**src/rtl/spi_sched.sv**
```systemverilog
// Sequencer/arbiter sharing one SPI master between host write, host read and a periodic poll read.
// Latency: request -> strobe 1 cycle, completion -> ack 1 cycle; requests are held until acked, one command in flight.
module spi_sched #(
    parameter int DW          = 20,
    parameter int POLL_PERIOD = 100000,
    parameter int TIMEOUT     = 65535
) (
    input  logic          clk,
    input  logic          rst,
    input  logic          wr_req,
    input  logic [DW-1:0] wr_data,
    output logic          wr_ack,
    input  logic          rd_req,
    output logic          rd_ack,
    output logic [DW-1:0] rd_data,
    input  logic          poll_en,
    output logic          sample_valid,
    output logic          spi_we,
    output logic          spi_rd,
    output logic [DW-1:0] spi_data,
    input  logic          spi_insert,
    input  logic          spi_read_end,
    input  logic [DW-1:0] spi_rx,
    output logic          busy,
    input  logic          clr_err,
    output logic          timeout_err
);

    localparam int PCW = (POLL_PERIOD > 1) ? $clog2(POLL_PERIOD) : 1;
    localparam int TCW = (TIMEOUT > 1) ? $clog2(TIMEOUT + 1) : 1;

    typedef enum logic [2:0] {
        S_IDLE, S_WR_ISSUE, S_WR_WAIT, S_RD_ISSUE, S_RD_WAIT, S_DONE
    } state_t;

    state_t          r_state;
    logic [PCW-1:0]  r_poll_cnt;
    logic            r_poll_pending;
    logic [TCW-1:0]  r_to_cnt;
    logic            r_last_rd;
    logic            r_srv_rd;
    logic            r_srv_poll;
    logic            r_wr_ack;
    logic            r_rd_ack;
    logic            r_sample_valid;
    logic            r_spi_we;
    logic            r_spi_rd;
    logic            r_busy;
    logic            r_timeout_err;
    logic [DW-1:0]   r_spi_data;
    logic [DW-1:0]   r_rd_data;

    logic w_rd_dem;
    logic w_wr_win;
    logic w_to_hit;
    logic w_poll_wrap;
    logic w_poll_held;
    logic w_poll_done;

    assign w_rd_dem    = rd_req | r_poll_pending;
    // Write wins when alone, or on contention when read was served last.
    assign w_wr_win    = wr_req & (~w_rd_dem | r_last_rd);
    assign w_to_hit    = (r_to_cnt == TCW'(TIMEOUT - 1));
    assign w_poll_wrap = (r_poll_cnt == PCW'(POLL_PERIOD - 1));
    assign w_poll_held = r_srv_poll & (r_state != S_IDLE);
    assign w_poll_done = r_srv_poll & (r_state == S_DONE);

    always_ff @(posedge clk or posedge rst) begin
        if (rst) begin
            r_state        <= S_IDLE;
            r_to_cnt       <= '0;
            r_last_rd      <= 1'b1;
            r_srv_rd       <= 1'b0;
            r_srv_poll     <= 1'b0;
            r_wr_ack       <= 1'b0;
            r_rd_ack       <= 1'b0;
            r_sample_valid <= 1'b0;
            r_spi_we       <= 1'b0;
            r_spi_rd       <= 1'b0;
            r_busy         <= 1'b0;
            r_timeout_err  <= 1'b0;
            r_spi_data     <= '0;
            r_rd_data      <= '0;
        end else begin
            r_spi_we       <= 1'b0;
            r_spi_rd       <= 1'b0;
            r_wr_ack       <= 1'b0;
            r_rd_ack       <= 1'b0;
            r_sample_valid <= 1'b0;
            if (clr_err) r_timeout_err <= 1'b0;
            case (r_state)
                S_IDLE: begin
                    if (w_wr_win) begin
                        r_spi_data <= wr_data;
                        r_last_rd  <= 1'b0;
                        r_spi_we   <= 1'b1;
                        r_busy     <= 1'b1;
                        r_state    <= S_WR_ISSUE;
                    end else if (w_rd_dem) begin
                        r_srv_rd   <= rd_req;
                        r_srv_poll <= r_poll_pending;
                        r_last_rd  <= 1'b1;
                        r_spi_rd   <= 1'b1;
                        r_busy     <= 1'b1;
                        r_state    <= S_RD_ISSUE;
                    end
                end
                S_WR_ISSUE: begin
                    r_to_cnt <= '0;
                    r_state  <= S_WR_WAIT;
                end
                S_RD_ISSUE: begin
                    r_to_cnt <= '0;
                    r_state  <= S_RD_WAIT;
                end
                S_WR_WAIT: begin
                    if (spi_insert || w_to_hit) begin
                        r_wr_ack <= 1'b1;
                        r_state  <= S_DONE;
                        if (!spi_insert) r_timeout_err <= 1'b1;
                    end else begin
                        r_to_cnt <= r_to_cnt + TCW'(1);
                    end
                end
                S_RD_WAIT: begin
                    if (spi_read_end) begin
                        r_rd_data      <= spi_rx;
                        r_rd_ack       <= r_srv_rd;
                        r_sample_valid <= r_srv_poll;
                        r_state        <= S_DONE;
                    end else if (w_to_hit) begin
                        // Requester still gets its ack so it can release; the sample is dropped.
                        r_rd_ack      <= r_srv_rd;
                        r_timeout_err <= 1'b1;
                        r_state       <= S_DONE;
                    end else begin
                        r_to_cnt <= r_to_cnt + TCW'(1);
                    end
                end
                S_DONE: begin
                    r_busy  <= 1'b0;
                    r_state <= S_IDLE;
                end
                default: r_state <= S_IDLE;
            endcase
        end
    end

    // A granted poll survives poll_en dropping; only DONE retires it.
    always_ff @(posedge clk or posedge rst) begin
        if (rst) begin
            r_poll_cnt     <= '0;
            r_poll_pending <= 1'b0;
        end else begin
            if (!poll_en)
                r_poll_cnt <= '0;
            else if (w_poll_wrap)
                r_poll_cnt <= '0;
            else
                r_poll_cnt <= r_poll_cnt + PCW'(1);

            if (w_poll_done || (!poll_en && !w_poll_held))
                r_poll_pending <= 1'b0;
            else if (poll_en && w_poll_wrap)
                r_poll_pending <= 1'b1;
        end
    end

    assign wr_ack       = r_wr_ack;
    assign rd_ack       = r_rd_ack;
    assign rd_data      = r_rd_data;
    assign sample_valid = r_sample_valid;
    assign spi_we       = r_spi_we;
    assign spi_rd       = r_spi_rd;
    assign spi_data     = r_spi_data;
    assign busy         = r_busy;
    assign timeout_err  = r_timeout_err;

endmodule
```
**config.mk**
```make
export PLATFORM = sky130hd
export DESIGN_NAME = spi_sched
export DESIGN_NICKNAME = d
export VERILOG_FILES = /design/src/rtl/spi_sched.sv
export SDC_FILE = /design/constraint.sdc
export NUM_CORES = 1
export LEC_CHECK = 0
export ABC_AREA = 1
export CORE_ASPECT_RATIO = 0.75
export CORE_MARGIN = 3
export CORE_UTILIZATION = 54
export DETAILED_ROUTE_END_ITERATION = 7
export PLACE_DENSITY = 0.85
export SYNTH_ARGS = -nofsm -noshare
export SYNTH_HDL_FRONTEND = slang
export SYNTH_SLANG_ARGS = --single-unit
```
**constraint.sdc**
```tcl
create_clock -name clk -period 8.2 [get_ports clk]
set_input_delay 2.46 -clock clk [delete_from_list [all_inputs] [get_ports clk]]
set_output_delay 2.46 -clock clk [all_outputs]
set_load 0.03 [all_outputs]
```
== Word-level counts from Yosys, hierarchy flattened ==
Cells that the tools add are included.

* $add $sub $neg: 2
* Multiplexer cells: 36
* Equality and inequality tests: 13
* Bitwise logic cells: 7
* Reduce and logical (&&, ||, !) cells: 20

{| class="wikitable"
|+ Operators by type and width
! operator !! count
|-
| two-way mux 16 bit || 3
|-
| one-hot mux 16 bit (3 select lines) || 1
|-
| two-way mux 17 bit || 2
|-
| two-way mux 1 bit || 22
|-
| adder 17 x 1 -> 17 bit, second input constant || 1
|-
| == test 17 bit, second input constant || 1
|-
| adder 16 x 1 -> 16 bit, second input constant || 1
|-
| == test 16 bit, second input constant || 1
|-
| two-way mux 3 bit || 5
|-
| one-hot mux 3 bit (5 select lines) || 1
|-
| != test 2 bit, second input constant || 4
|-
| AND reduction 2 bit || 4
|-
| == test 3 x 2 -> 1 bit, second input constant || 2
|-
| == test 3 bit, second input constant || 2
|-
| != test 3 bit, second input constant || 2
|-
| AND reduction 3 bit || 2
|-
| nonzero test 2 bit || 3
|-
| nonzero test 3 bit || 2
|-
| one-hot mux 1 bit (2 select lines) || 2
|-
| AND reduction 4 bit || 1
|-
| AND 1 bit || 3
|-
| == test 3 x 1 -> 1 bit, second input constant || 1
|-
| logical NOT 3 bit || 1
|-
| logical AND 1 bit || 2
|-
| 5 further kinds || 9
|}

* Register bits after elaboration: 87
* Output and inout port bits: 47
* Logic and storage cells: 94
* Input port bits: 48

== Logic depth before layout (Yosys ltp) ==
Gate-level depths: netlist (run 1).

* Depth in word-level cells: 6
* Depth in mapped cells: 12

== Worst setup path after synthesis (run 1) ==
OpenSTA, ideal clock, no wires.

* Path type: input -> register
* From: in rd_req
* To: reg r_spi_data[0] (netlist: spi_data[0])
* Stages: 7
* Data required time: 8.082 ns
* Buffers on the path: 1
* Data arrival time: 3.259 ns
* Path slack: 4.824 ns
* Cells stage by stage: nor2_1 -> o21ai_0 -> nor2_2 -> inv_1 -> buf_2 -> nand2_1 -> nand2_1

* Cells in the longest elaborated chain, start to end: 5

{| class="wikitable"
|+ Ends and longest elaborated chain
! what !! line !! RTL
|-
| start: declaration || 13 || <nowiki>input logic rd_req,</nowiki>
|-
| OR 1 bit || 60 || <nowiki>assign w_rd_dem = rd_req | r_poll_pending;</nowiki>
|-
| inverter 1 bit || 62 || <nowiki>assign w_wr_win = wr_req & (~w_rd_dem | r_last_rd);</nowiki>
|-
| OR 1 bit || 62 ||
|-
| AND 1 bit || 62 ||
|-
| AND reduction 2 bit (no source line) || - ||
|-
| end signal: assignment || 94 || <nowiki>r_spi_data <= wr_data;</nowiki>
|-
| end: declaration || 50 || <nowiki>logic [DW-1:0] r_spi_data;</nowiki>
|}

Every way passes these cells.
A chain may end at the register's enable or synchronous reset.

== Worst setup path in the final report (run 1) ==
* From: in rd_req
* To: reg r_spi_data[6] (netlist: spi_data[6])

Same word-level chain as after synthesis.

==> run summary, run 1 <==
fmax: 222 MHz
CP dominant cell by count: nand2_1
core footprint: 7430 µm²
register share of total power: 39.1%
CTS clk-pin slew, worst paths: 90 ps
PostCTS Resize Cnt: 0
IO Count: 95
cell area power density: 293 nW/µm²
initial antenna violation count: 0
element type at the critical path start: input port
worst reg2reg path endpoint: spi_data[6]
Worst Path Arrival: 4740 ps
Setup-failing EPs final: 0
DRC viols: 0
Clock Power Share: 17.5%
Synth area leader: dfrtp_1
First DRT Iteration DRCs: 218
Sink Count: 87
Setup Buffers After CTS: 0
share of layout cells above drive strength 1: 6.81%
r2r worst-path depth: 8
GRT Util Overall: 22.8%
Longest Clk Path Bufs: 2
Initial Util: 56.2%
P&R area growth vs syn: 28.5%
routed via count: 3635
Main synth FF type: dfrtp_1
final WL: 9390 µm
Row Count: 27
die area: 8840 µm²
Final GP Congestion: 0.916
Seq cells post-synth: 87
VDD IR max: 214 µV
clk root buf: clkbuf_8
Worst Hold Class: register to register
Power Total: 1.58 mW
status: finished clean
synthesized area per cell: 7.90 µm²
DR WL/cell: 12.8 µm
syn nets: 580
RSZ-0062 raised after global routing: no
# diodes: 0
die width: 108 µm
Critical Path RT: 8450 ps
FILL cells: 565
crit end category: register
clock skew: 13.2 ps
clock latency on the worst-skew pair: 360 ps
period utilisation layout: 54.9%
Syn. warnings: 0
Nets: 677
hold_buf cts: 0
CP Launch Point: rd_req
Setup TNS: 0 ps
cell count after synthesis: 529
post-route ant nets: 0
worst-path fanout max: 22
Cell Int Power: 0.913 mW
Port Buffers: 94
Combinational Power Share: 43.5%
Critical path destination: spi_data[6]
ys async rst share: 100%
post-route insts no fill: 732
worst-path cell chain: clkdlybuf4s50_1, nor2_1, o21ai_0, nor2_2, inv_1, nand2_1, nand2_1
Lkg Pwr: 2.57 nW
DRT Pass-1 Iters: 5
Sw Ratio: 42.0%
die outline height: 82.2 µm
final core occ: 72.3%
total gr overflow: 0
minimum hold slack: 466 ps
Syn Std Cell Area: 4180 µm²
R2R Path Start: r_state[0]
Reg2Reg Setup Slack: 5770 ps
CTS buffer count: 9
slowest CP cell: nor2_2
EDFF count, synth: 0
DP HPWL: 6970 µm
largest cells by area after synthesis: dfrtp_1 52%, nand2_1 19%, inv_1 4.7%, nor2_1 4.4%, nand3_1 3.0%
Slew headroom: 30.7%
Seq/Total Area, Yosys: 52.1%
via/cell ratio: 4.97
htree depth: 3
worst-margin pin slew: 1040 ps
crit-path max cell delay: 660 ps
largest net degree at the start of global routing: 88
Synth top area share: 51.5%
CTS tree: yes
Final Critical Period: 4500 ps
CP Class: input port to register
Psw: 0.663 mW
first-pass GRT wire length: 15900 µm
Max-cap violations: 0
vias in the first global route: 3471
number of library cell types mapped by synthesis: 36
final slew viol count: 0
Cells after DPL: 716
final hold violations: 0
[flip-flops by register name, summed over array words and instances, names as in the netlist]
name	cells
r_poll_pending	1
r_last_rd	1
wr_ack	1
r_poll_cnt	17
sample_valid	1
r_srv_rd	1
timeout_err	1
r_srv_poll	1
r_to_cnt	16
busy	1
spi_data	20
spi_we	1
rd_data	20
rd_ack	1
r_state	3
spi_rd	1
[metal layers]
| metal | share of wire [%] | global-route usage (%) | vias to the layer above |
|---|---|---|---|
| met5 | 0 | 0 | - |
| met4 | 1.7 | 7.31 | 0 |
| met3 | 8.3 | 8.00 | 13 |
| met2 | 44 | 34.6 | 119 |
| met1 | 46 | 31.0 | 1666 |
| li1 | - | - | 1837 |
[logic make-up (layout without fill, tap and decap cells)]
family	Yosys count	in the layout	share of synthesized area [%]
simple gates	334	334	34.1
flops	87	87	52.1
buf+inv	67	169	6.80
compound gates	29	29	4.16
xor+xnor	9	9	1.89
fa+ha+maj	3	3	0.899
[placed cells by master, fill, tap and decap left out, types with 3 or more instances in the layout]
master	count
nand2_1	212
clkdlybuf4s50_1	94
dfrtp_1	86
inv_1	51
nor2_1	49
nand3_1	25
nor3_1	15
o21ai_0	12
a21oi_1	10
nand4_1	10
clkbuf_8	9
xor2_1	8
nor2_2	5
nand2_2	5
inv_2	4
nor3b_1	3
ha_1	3
inv_6	3
[how the worst min path moves through the flow]
stage,startpoint,end,slack [ps],depth (start not counted)
CTS,r_poll_cnt[0],r_poll_cnt[0],470,1
detailed placement,r_poll_cnt[0],r_poll_cnt[0],450,1
floorplan,r_poll_cnt[0],r_poll_cnt[0],430,1
global route,r_poll_cnt[0],r_poll_cnt[0],490,1
finish,r_poll_cnt[0],r_poll_cnt[0],470,1
global placement,r_poll_cnt[0],r_poll_cnt[0],440,1
[power groups by stage]
stage	logic (mW)	registers [mW]	clock network, mW
after floorplan	0.253	0.795	0
after global placement	0.674	0.617	0
after detailed placement	0.692	0.617	0
after CTS	0.692	0.615	0.281
after global routing	0.746	0.630	0.300
final	0.685	0.615	0.275
[critical path, delay by kind of cell]
| kind | cells | cell delay, ps |
|---|---|---|
| AO/OA/AOI/OAI | 1 | 200 |
| AND/OR/NAND/NOR | 4 | 1140 |
| buffers and inverters | 2 | 940 |
[Yosys cell counts (7+ instances only)]
library cell,n
inv_1,52
a21oi_1,10
xor2_1,8
nor2_1,49
nand2_1,212
nand4_1,10
nand3_1,25
nor3_1,15
dfrtp_1,86
buf_2,7
o21ai_0,12
[area by class of cell]
class / count / area (µm²) / share of cell area [%]
inverters: 57 / 215 / 4.01
multi-input cells: 375 / 1720 / 31.9
clock buffers: 9 / 124 / 2.31
well taps: 101 / 126 / 2.35
flip-flops and latches: 87 / 2180 / 40.6
repair buffers: 96 / 956 / 17.8
clock inverters: 7 / 55.1 / 1.03
[through the flow]
stage	area, µm²	worst slack (ps)
2_1_floorplan	4180	3490
3_3_place_gp	5190	3470
3_5_place_dp	5190	3340
4_1_cts	5370	3720
5_1_grt	5370	3500
6_report	5370	3700
(Power assumes the default switching activity.)
==> run 2: changes to the inputs <==
Settings changed: CORE_UTILIZATION 54 to 50, PLACE_DENSITY 0.85 to 0.8.
Clock period 8.2 ns to 4.52 ns, I/O delays scaled along.
==> run 2 against run 1 <==
Net effect: critical path depth grew 1; worst setup slack lost 2100 ps; final cell count grew 0.82%; non-clock buffer count grew 2; clock skew grew 1.3 ps; count of clock-buffer cells in the layout grew 2; global-route usage shrank 0.68 points; utilization shrank 3.9 points; cell area grew 1.6%; via count grew 1.9%; die area grew 7.5%; critical endpoint is now spi_data[15]; largest power group unchanged; highest routed layer unchanged.
==> run summary, run 2 (synthesis results as in run 1) <==
Power Total: 3.03 mW (+92%)
Longest Clk Path Bufs: 2 (unchanged)
hold path cells: 1 (unchanged)
Final GP Congestion: 0.948 (+3.5%)
htree depth: 3 (unchanged)
CP dominant cell by count: nand2_1
Setup Buffers After CTS: 0 (unchanged)
Slew headroom: 59.5% (+29 points)
routed via count: 3704 (+1.9%)
Final Worst Setup Slack: 1640 ps (-2060 ps)
Max-cap violations: 0 (unchanged)
most frequent cells in the layout: 212 x nand2_1, 94 x clkdlybuf4s50_1, 86 x dfrtp_1, 51 x inv_1, 49 x nor2_1
IO Count: 95 (unchanged)
GRT Util Overall: 22.1% (-0.68 points)
Final Critical Period: 2880 ps
via/cell ratio: 5.02 (+1.1%)
worst reg2reg path endpoint: spi_data[15]
Initial Util: 52.3% (-3.9 points)
clock skew: 14.6 ps (+1.33 ps)
Port Buffers: 94 (unchanged)
worst-margin pin slew: 607 ps (-432 ps)
Min-Delay Startpoint: r_poll_cnt[0]
DRC viols: 0 (unchanged)
RSZ-0062 raised after global routing: no
Nets: 679 (+0.30%)
vias in the first global route: 3711 (+6.9%)
post-route insts no fill: 738 (+0.82%)
PostCTS Resize Cnt: 0 (unchanged)
DR WL/cell: 13.2 µm (+3.1%)
period utilisation layout: 63.7%
fmax: 347 MHz
Critical Path RT: 4810 ps (-3640 ps)
DRT Pass-1 Iters: 5 (unchanged)
Worst Hold Class: register to register
element type at the critical path start: input port
cell area power density: 555 nW/µm² (+89%)
crit path buf inv count: 3 (+1)
Setup TNS: 0 ps (unchanged)
total gr overflow: 0 (unchanged)
Placed Area: 5210 µm² (+0.39%)
clock latency on the worst-skew pair: 350 ps (about the same)
CTS clk-pin slew, worst paths: 80 ps (about the same)
Setup-failing EPs final: 0 (unchanged)
share of layout cells above drive strength 1: 6.95% (+0.14 points)
CTS tree: yes
final slew viol count: 0 (unchanged)
r2r worst-path depth: 9 (+1)
post-route cell area: 5460 µm² (+1.6%)
core footprint: 7990 µm² (+7.5%)
Cells after DPL: 722 (+0.84%)
Sink Count: 87 (unchanged)
Place WS: 1260 ps (-2070 ps)
first-pass GRT wire length: 16900 µm (+6.2%)
final hold violations: 0 (unchanged)
die area: 9500 µm² (+7.5%)
final WL: 9760 µm (+4.0%)
worst-path cell chain: clkdlybuf4s50_1, nor2_1, o21ai_0, nor2_2, buf_4, inv_1, nand2_1, nand2_1
most common cell after layout, fill and taps aside: nand2_1
post-route ant nets: 0 (unchanged)
# diodes: 0 (unchanged)
Row Count: 28 (+3.7%)
clk root buf: clkbuf_8
Hold Path Sink: r_poll_cnt[0]
status: finished clean
crit-path max cell delay: 480 ps (-180 ps)
VDD IR max: 389 µV (+82%)
CP Class: input port to register
largest net degree at the start of global routing: 36 (-59%)
hold_buf cts: 0 (unchanged)
worst-path fanout max: 22 (unchanged)
initial antenna violation count: 0 (unchanged)
slowest CP cell: clkdlybuf4s50_1
crit end category: register
Reg2Reg Setup Slack: 2640 ps (-3130 ps)
Worst Path Arrival: 3170 ps (-1570 ps)
P&R area growth vs syn: 30.6%
R2R Path Start: r_state[0]
Lkg Pwr: 2.62 nW (+1.8%)
First DRT Iteration DRCs: 226 (+3.7%)
CTS buffer count: 9 (unchanged)
DP HPWL: 7240 µm (+3.9%)
family with the most delay on the worst path: buffers and inverters
die outline height: 85.2 µm (+3.6%)
die width: 112 µm (+3.7%)
run 2: cell count changes in the layout (fill, tap and decap cells not counted):
| cell | before | now |
|---|---|---|
| bufinv_16 | 0 | 3 |
| buf_4 | 2 | 4 |
| clkinvlp_4 | 2 | 0 |
| inv_6 | 3 | 1 |
| clkbuf_1 | 0 | 1 |
| clkbuf_8 | 9 | 10 |
| clkinv_4 | 1 | 0 |
run 2: cell type report:
cell class                 count  area (µm²)
clock buffer                  11         141
timing repair buffer          98         971
multi-input combinational    375        1720
tap                          105         131
clock inverter                 5         104
fill                         619        2530
inverter                      57         215
sequential                    87        2180
run 2: layer usage:
metal | wire length (µm) | share of wire [%] | track usage (%) | up-vias
met5 | 0 | 0 | 0 | -
met4 | 167 | 1.7 | 6.08 | 0
met3 | 1020 | 10 | 9.98 | 22
met2 | 4430 | 45 | 34.3 | 142
met1 | 4150 | 42 | 28.5 | 1696
li1 | - | - | - | 1844
run 2: where the power goes:
| part | total (mW) | switching [mW] | internal (mW) |
|---|---|---|---|
| Clock | 0.656 | 0.273 | 0.384 |
| Combinational | 1.26 | 0.787 | 0.472 |
| Sequential | 1.11 | 0.129 | 0.983 |
run 2: how the worst max path moves through the flow:
stage,slack [ps],cells past startpoint,to,from
finish,1640,8,spi_data[15],rd_req
floorplan,920,1,busy,rst
detailed placement,1260,8,spi_data[15],rd_req
global route,1410,8,spi_data[3],rd_req
global placement,1380,8,spi_data[18],rd_req
CTS,1650,8,spi_data[15],rd_req
run 2: through the flow:
step / utilization [%] / hold slack [ps]
after floorplan: - / 433
after global placement: 65.2 / 444
after detailed placement: 65.2 / 450
after CTS: 68.3 / 462
after global routing: 68.3 / 499
final: 68.3 / 459
